<file path="src/rtl/inst_fetch.sv">
// inst_fetch: instruction memory plus prefetch queue feeding decode with {pc, inst}.
// Latency: a read issued at edge E is pushed at E+1 and is visible on out_* after that edge.
// Backpressure: out_ready low holds the head stable; reads stop once queue plus in-flight reaches QDEPTH.
//
// Ports:
//   clk, rst                 sole clock (rising edge), synchronous active-high reset
//   load_en, load_data       instruction memory load strobe / word, one word per cycle
//   go                       start fetching from pc 0 (only honoured in IDLE)
//   redirect, redirect_pc    taken branch/jump from execute (only honoured in FETCH)
//   out_valid/out_ready      valid-ready handshake towards decode
//   out_inst, out_pc         head of the prefetch queue
//   busy                     high while in LOAD
// Optional feature macro: INST_FETCH_PERF_EN adds perf_fetch_cnt / perf_stall_cnt outputs.

// Small generic FIFO used for the prefetch queue.
// Latency: a push is visible at the head the cycle after the push edge.
// Backpressure: none internally; the caller must not push when full without popping.
module inst_fetch_fifo #(
    parameter int WIDTH = 24,
    parameter int DEPTH = 4,
    parameter int CW    = $clog2(DEPTH + 1)
) (
    input  logic             clk,
    input  logic             rst,
    input  logic             flush,
    input  logic             push_vld,
    input  logic [WIDTH-1:0] push_dat,
    input  logic             pop_rdy,
    output logic             head_vld,
    output logic [WIDTH-1:0] head_dat,
    output logic [CW-1:0]    count
);
    localparam int AW = (DEPTH > 1) ? $clog2(DEPTH) : 1;

    logic [WIDTH-1:0] mem [DEPTH];
    logic [AW-1:0]    wr_ptr;
    logic [AW-1:0]    rd_ptr;
    logic [CW-1:0]    cnt;

    // DEPTH is a power of two, so the pointers wrap naturally.
    always_ff @(posedge clk) begin
        if (rst || flush) begin
            wr_ptr <= '0;
            rd_ptr <= '0;
            cnt    <= '0;
        end else begin
            if (push_vld) begin
                wr_ptr <= wr_ptr + AW'(1);
            end
            if (pop_rdy) begin
                rd_ptr <= rd_ptr + AW'(1);
            end
            cnt <= cnt + CW'(push_vld) - CW'(pop_rdy);
        end
    end

    // Storage carries no reset; the head is qualified by head_vld.
    always_ff @(posedge clk) begin
        if (push_vld && !rst && !flush) begin
            mem[wr_ptr] <= push_dat;
        end
    end

    assign head_vld = (cnt != '0);
    assign head_dat = mem[rd_ptr];
    assign count    = cnt;
endmodule

module inst_fetch #(
    parameter int QDEPTH = 4
) (
    input  logic        clk,
    input  logic        rst,
    input  logic        load_en,
    input  logic [15:0] load_data,
    input  logic        go,
    input  logic        redirect,
    input  logic [7:0]  redirect_pc,
    input  logic        out_ready,
    output logic        out_valid,
    output logic [15:0] out_inst,
    output logic [7:0]  out_pc,
    output logic        busy
`ifdef INST_FETCH_PERF_EN
    ,
    output logic [15:0] perf_fetch_cnt,
    output logic [15:0] perf_stall_cnt
`endif
);
    localparam int CW = $clog2(QDEPTH + 1);
    localparam int OW = CW + 1;

    typedef enum logic [1:0] {
        ST_IDLE  = 2'd0,
        ST_LOAD  = 2'd1,
        ST_FETCH = 2'd2
    } state_t;

    state_t state_q;
    state_t state_d;

    logic [15:0] imem [256];
    logic [7:0]  load_addr;
    logic [7:0]  wr_addr;
    logic [7:0]  fetch_pc;

    // One read can be in flight: its data sits in rd_inst for one cycle.
    logic        rd_vld;
    logic [7:0]  rd_pc;
    logic [15:0] rd_inst;

    logic        in_fetch;
    logic        redir_take;
    logic        flush;
    logic        rd_issue;
    logic        push;
    logic        pop;
    logic [OW-1:0] occupancy;

    logic          q_vld;
    logic [23:0]   q_head;
    logic [CW-1:0] q_cnt;

    // ---------------------------------------------------------------
    // Control decode
    // ---------------------------------------------------------------
    assign in_fetch   = (state_q == ST_FETCH);
    assign redir_take = in_fetch && redirect && !load_en;
    // A load or a taken redirect throws away everything prefetched so far.
    assign flush      = load_en || redir_take;

    // Entries already queued plus the read in flight must leave room for a new read.
    assign occupancy  = {1'b0, q_cnt} + OW'(rd_vld);
    assign rd_issue   = in_fetch && !flush && (occupancy < OW'(QDEPTH));

    assign push       = rd_vld && !flush;
    // A pop in a flushing cycle is ignored: the queue is emptied instead.
    assign pop        = q_vld && out_ready && !flush;

    // Fresh load sessions start at address 0; continued LOAD cycles use load_addr.
    assign wr_addr    = (state_q == ST_LOAD) ? load_addr : 8'h00;

    // ---------------------------------------------------------------
    // FSM
    // ---------------------------------------------------------------
    always_ff @(posedge clk) begin
        if (rst) begin
            state_q <= ST_IDLE;
        end else begin
            state_q <= state_d;
        end
    end

    always_comb begin
        state_d = state_q;
        if (load_en) begin
            state_d = ST_LOAD;
        end else begin
            case (state_q)
                ST_LOAD:  state_d = ST_IDLE;
                ST_IDLE:  state_d = go ? ST_FETCH : ST_IDLE;
                ST_FETCH: state_d = ST_FETCH;
                default:  state_d = ST_IDLE;
            endcase
        end
    end

    assign busy = (state_q == ST_LOAD);

    // ---------------------------------------------------------------
    // Instruction memory: written by load, read one cycle after issue.
    // Contents survive reset; a write coinciding with rst is dropped.
    // ---------------------------------------------------------------
    always_ff @(posedge clk) begin
        if (load_en && !rst) begin
            imem[wr_addr] <= load_data;
        end
        if (rd_issue) begin
            rd_inst <= imem[fetch_pc];
        end
    end

    // ---------------------------------------------------------------
    // Load address, fetch pc and in-flight tracking
    // ---------------------------------------------------------------
    always_ff @(posedge clk) begin
        if (rst) begin
            load_addr <= 8'h00;
            fetch_pc  <= 8'h00;
            rd_vld    <= 1'b0;
            rd_pc     <= 8'h00;
        end else begin
            if (load_en) begin
                load_addr <= wr_addr + 8'h01;
            end

            if (load_en) begin
                fetch_pc <= 8'h00;
            end else if (redir_take) begin
                fetch_pc <= redirect_pc;
            end else if ((state_q == ST_IDLE) && go) begin
                fetch_pc <= 8'h00;
            end else if (rd_issue) begin
                fetch_pc <= fetch_pc + 8'h01;
            end

            rd_vld <= rd_issue;
            if (rd_issue) begin
                rd_pc <= fetch_pc;
            end
        end
    end

    // ---------------------------------------------------------------
    // Prefetch queue
    // ---------------------------------------------------------------
    inst_fetch_fifo #(
        .WIDTH (24),
        .DEPTH (QDEPTH),
        .CW    (CW)
    ) u_queue (
        .clk      (clk),
        .rst      (rst),
        .flush    (flush),
        .push_vld (push),
        .push_dat ({rd_pc, rd_inst}),
        .pop_rdy  (pop),
        .head_vld (q_vld),
        .head_dat (q_head),
        .count    (q_cnt)
    );

    // Outputs read zero whenever nothing is presented.
    assign out_valid = q_vld;
    assign out_pc    = q_vld ? q_head[23:16] : 8'h00;
    assign out_inst  = q_vld ? q_head[15:0]  : 16'h0000;

`ifdef INST_FETCH_PERF_EN
    // ---------------------------------------------------------------
    // Saturating performance counters
    // ---------------------------------------------------------------
    always_ff @(posedge clk) begin
        if (rst || load_en) begin
            perf_fetch_cnt <= 16'h0000;
            perf_stall_cnt <= 16'h0000;
        end else begin
            if (pop && (perf_fetch_cnt != 16'hFFFF)) begin
                perf_fetch_cnt <= perf_fetch_cnt + 16'h0001;
            end
            if (q_vld && !out_ready && (perf_stall_cnt != 16'hFFFF)) begin
                perf_stall_cnt <= perf_stall_cnt + 16'h0001;
            end
        end
    end
`endif
endmodule

</file>
<file path="config.mk">
export PLATFORM = sky130hd
export DESIGN_NAME = inst_fetch
export DESIGN_NICKNAME = d
export VERILOG_FILES = /design/src/rtl/inst_fetch.sv
export SDC_FILE = /design/constraint.sdc
export NUM_CORES = 2
export LEC_CHECK = 0
export ABC_CLOCK_PERIOD_IN_PS = 4100
export BUFFER_PORTS_ARGS = -buffer_cell sky130_fd_sc_hd__buf_2
export CAP_MARGIN = 20
export CELL_PAD_IN_SITES_DETAIL_PLACEMENT = 0
export CELL_PAD_IN_SITES_GLOBAL_PLACEMENT = 1
export CORE_UTILIZATION = 56
export DETAILED_ROUTE_END_ITERATION = 16
export PLACE_DENSITY = 0.76
export SYNTH_ARGS = -nofsm -noshare
export SYNTH_HDL_FRONTEND = slang
export SYNTH_MEMORY_MAX_BITS = 65536
export SYNTH_SLANG_ARGS = --single-unit
</file>
<file path="constraint.sdc">
create_clock -name clk -period 4.1 [get_ports clk]
set_clock_uncertainty 0.1 [all_clocks]
set_input_delay 0.205 -clock clk [delete_from_list [all_inputs] [get_ports clk]]
set_output_delay 0.205 -clock clk [all_outputs]
set_load 0.005 [all_outputs]
</file>
==> results.py <==
metrics = {
    "floorplan": {
        "io_pins": 56,
        "rows": 198,
        "fp.dieW_um": 543,
        "core_area_um2": 291000,
        "fp.dieArea_um2": 295000,
        "dieHeight_um": 543,
        "start_util": 0.563,
    },
    "power_and_ir_drop": {
        "power.leakage_nw": 58.1,
        "power_mw": 87.6,
        "power_density_nw_per_um2": 469,
        "ir_drop_v": 0.000433,
    },
    "detailed_routing": {
        "drt-initial-drc-count": 12900,
        "wirelength_um": 458000,
        "drcViolationCount": 0,
        "viasPerCell": 6.77,
        "vias": 84700,
        "drtAntennaViolNets": 0,
        "wire_per_inst_um": 36.6,
        "first_pass_iters": 7,
    },
    "outcome": {
        "status": "finished clean",
    },
    "critical_path": {
        "criticalPathCategory": "reg2reg",
        "crit_fanout": 23,
        "critical_path_required_ns": 4.70,
        "critPathSlowestCell": "dfxtp_4",
        "rrSetupSlack_ns": 0.006,
        "cpMostUsedCell": "o21ai_0",
        "worst-r2r-cell-count": 8,
        "endpoint_kind": "flip-flop",
        "worstPathCellList": "buf_12 -> buf_4 -> mux4_2 -> mux2i_1 -> o21ai_0 -> o21ai_0 -> nand4_1 -> and4_1",
        "max_stage_delay_ns": 0.69,
        "critPathLaunchType": "flip-flop",
        "arrival_ns": 4.70,
    },
    "global_routing": {
        "grt_overflow": 0,
        "antenna_found_initial": 28,
        "grt_max_degree": 136,
        "grt_pass1_vias": 82700,
        "grtUsageTotal": 0.312,
        "grt_pass1_wl_um": 640000,
    },
    "timing": {
        "fin_hold_ws_ns": 0.155,
        "slew_viol_final": 0,
        "finalHoldViolations": 0,
        "max_freq_ghz": 0.244,
        "fin_crit_sh": 0.999,
        "rsz0062_at_grt": "false",
        "fin_tns_setup_ns": 0,
        "final.setup.worst_slack_ns": 0.00558,
        "maxSlewHeadroom": 0.171,
        "setup_viol_count_final": 0,
        "tightest_slew_ns": 1.24,
        "min_period_ns": 4.09,
    },
    "hold_path": {
        "hp-class": "in2reg",
        "min_path_cells": 4,
    },
    "synthesis": {
        "ys.warnings.count": 0,
        "ys.flop_type": "edfxtp_1",
        "yosysSeqAreaShare": 0.775,
        "synth_edf_count": 4208,
        "async_flop_share": 0,
        "synth_cell_types": 79,
        "syn-instance-count": 7539,
        "syn_area_um2": 164000,
        "synth-seq-cells": 4244,
        "syn_area_per_cell_um2": 21.8,
        "syn_nets": 7582,
    },
    "final_layout": {
        "areaGrowthSynthToFinish_pct": 13.8,
        "final_area_um2": 187000,
        "instances_no_fill": 12500,
        "drive_above_1_share": 0.278,
        "fin_util": 0.641,
        "multi_input_area_um2": 34500,
        "nets": 8310,
        "seqCellArea_um2": 127000,
        "fillers": 19000,
    },
    "clock_tree": {
        "insertion_delay_ns": 0.99,
        "clock_path_buffers": 4,
        "htree_levels": 5,
        "tritoncts": "built",
        "cts_made_buffers": 413,
        "clockRootBuffer": "clkbuf_16",
        "clock_sinks": 4244,
        "clk_pin_slew_ns": 0.06,
    },
    "placed_design": {
        "place_area_um2": 173000,
        "place_hpwl_um": 276000,
        "port-buffer-count": 55,
        "gp_congestion": 0.930,
        "post-place-ws_ns": -0.185,
        "dp_cells": 11700,
    },
    "run": {
        "cap_violations": 0,
    },
}
flip-flops by register name, summed over array words and instances, names as in the netlist, named ones only:
signal,cells
imem,4096
u_queue.mem,96
rd_inst,16
fetch_pc,8
load_addr,8
rd_pc,8
u_queue.count,3
state_q,2
u_queue.rd_ptr,2
u_queue.wr_ptr,2
rd_vld,1
cell usage after synthesis (26+ instances only):
cell type  number  area share
o221ai_1       95      0.0051
nor2_1        381      0.0087
dfxtp_1        36      0.0044
and2_1         31      0.0012
clkbuf_1      171      0.0039
a221oi_1       91      0.0049
buf_2         133      0.0041
o22ai_1        51      0.0019
edfxtp_1     4208        0.77
a21oi_1       135      0.0041
o21ai_0       122      0.0037
nand2_1       200      0.0046
buf_1          26     0.00060
mux4_2        968        0.13
buf_4          48      0.0022
buf_6          46      0.0032
nand3_1        37      0.0011
mux2i_1       424       0.026
repair_timing:
item                                     CTS  global route
endpoints found under the setup margin     4             3
pin swaps                                  0             0
hold buffers                              40             0
gates resized for setup                    1             4
hold endpoints to repair                2009             0
setup buffers                              5             0
placed cells by master (no fill, tap or decap), types with 91 or more instances in the layout:
master / synthesis / routed
clkinv_1: 2 / 100
a221oi_1: 91 / 91
mux4_2: 968 / 968
a21oi_1: 135 / 134
nand2_1: 200 / 199
nor2_1: 381 / 308
clkbuf_16: 0 / 416
edfxtp_1: 4208 / 4208
o21ai_0: 122 / 121
buf_4: 48 / 575
mux2i_1: 424 / 424
o221ai_1: 95 / 95
logic make-up after synthesis:
logic type / Yosys count / share of synthesized area
simple gates: 739 / 0.0191
fa+ha+maj: 13 / 0.00104
mux: 1407 / 0.160
buf+inv: 467 / 0.0170
flops: 4244 / 0.775
xor+xnor: 5 / 0.000267
compound gates: 664 / 0.0279
layer usage:
| layer | vias to the layer above | wire [um] | global-route usage |
|---|---|---|---|
| met4 | 14 | 24000 | 0.142 |
| met1 | 44700 | 168000 | 0.440 |
| met5 | - | 102 | 0 |
| li1 | 33200 | - | - |
| met3 | 1048 | 53600 | 0.0673 |
| met2 | 5693 | 211000 | 0.474 |
worst max-delay path: cells and delay by family (launching register included):
kind                   cells  cell delay (ns)
AND/OR/NAND/NOR            2             0.97
buffers and inverters      2             0.66
multiplexers               2             0.95
flip-flops                 1             0.69
AO/OA/AOI/OAI              2             0.47
worst paths after layout:
path	from	endpoint
worst max-delay path	fetch_pc[1]	rd_inst[9]
worst min register to register	u_queue.rd_ptr[1]	flip-flop
worst min-delay path	redirect_pc[0]	fetch_pc[0]
worst max register to register	fetch_pc[1]	rd_inst[9]
report_power, final:
group	internal, mW	switching (mW)
clock	20.8	16.2
sequential	47.7	0.0271
combinational	1.02	1.85
final cells by class:
cell class              instances  share of cell area
well taps                    3900              0.0261
repair buffers                762              0.0373
diodes                          8            0.000107
inverters                      18            0.000462
flip-flops and latches       4244               0.681
clock buffers                 507              0.0578
multi-input cells            2828               0.185
clock inverters               248              0.0126
No activity file was read; power rests on OpenSTA's default activity.
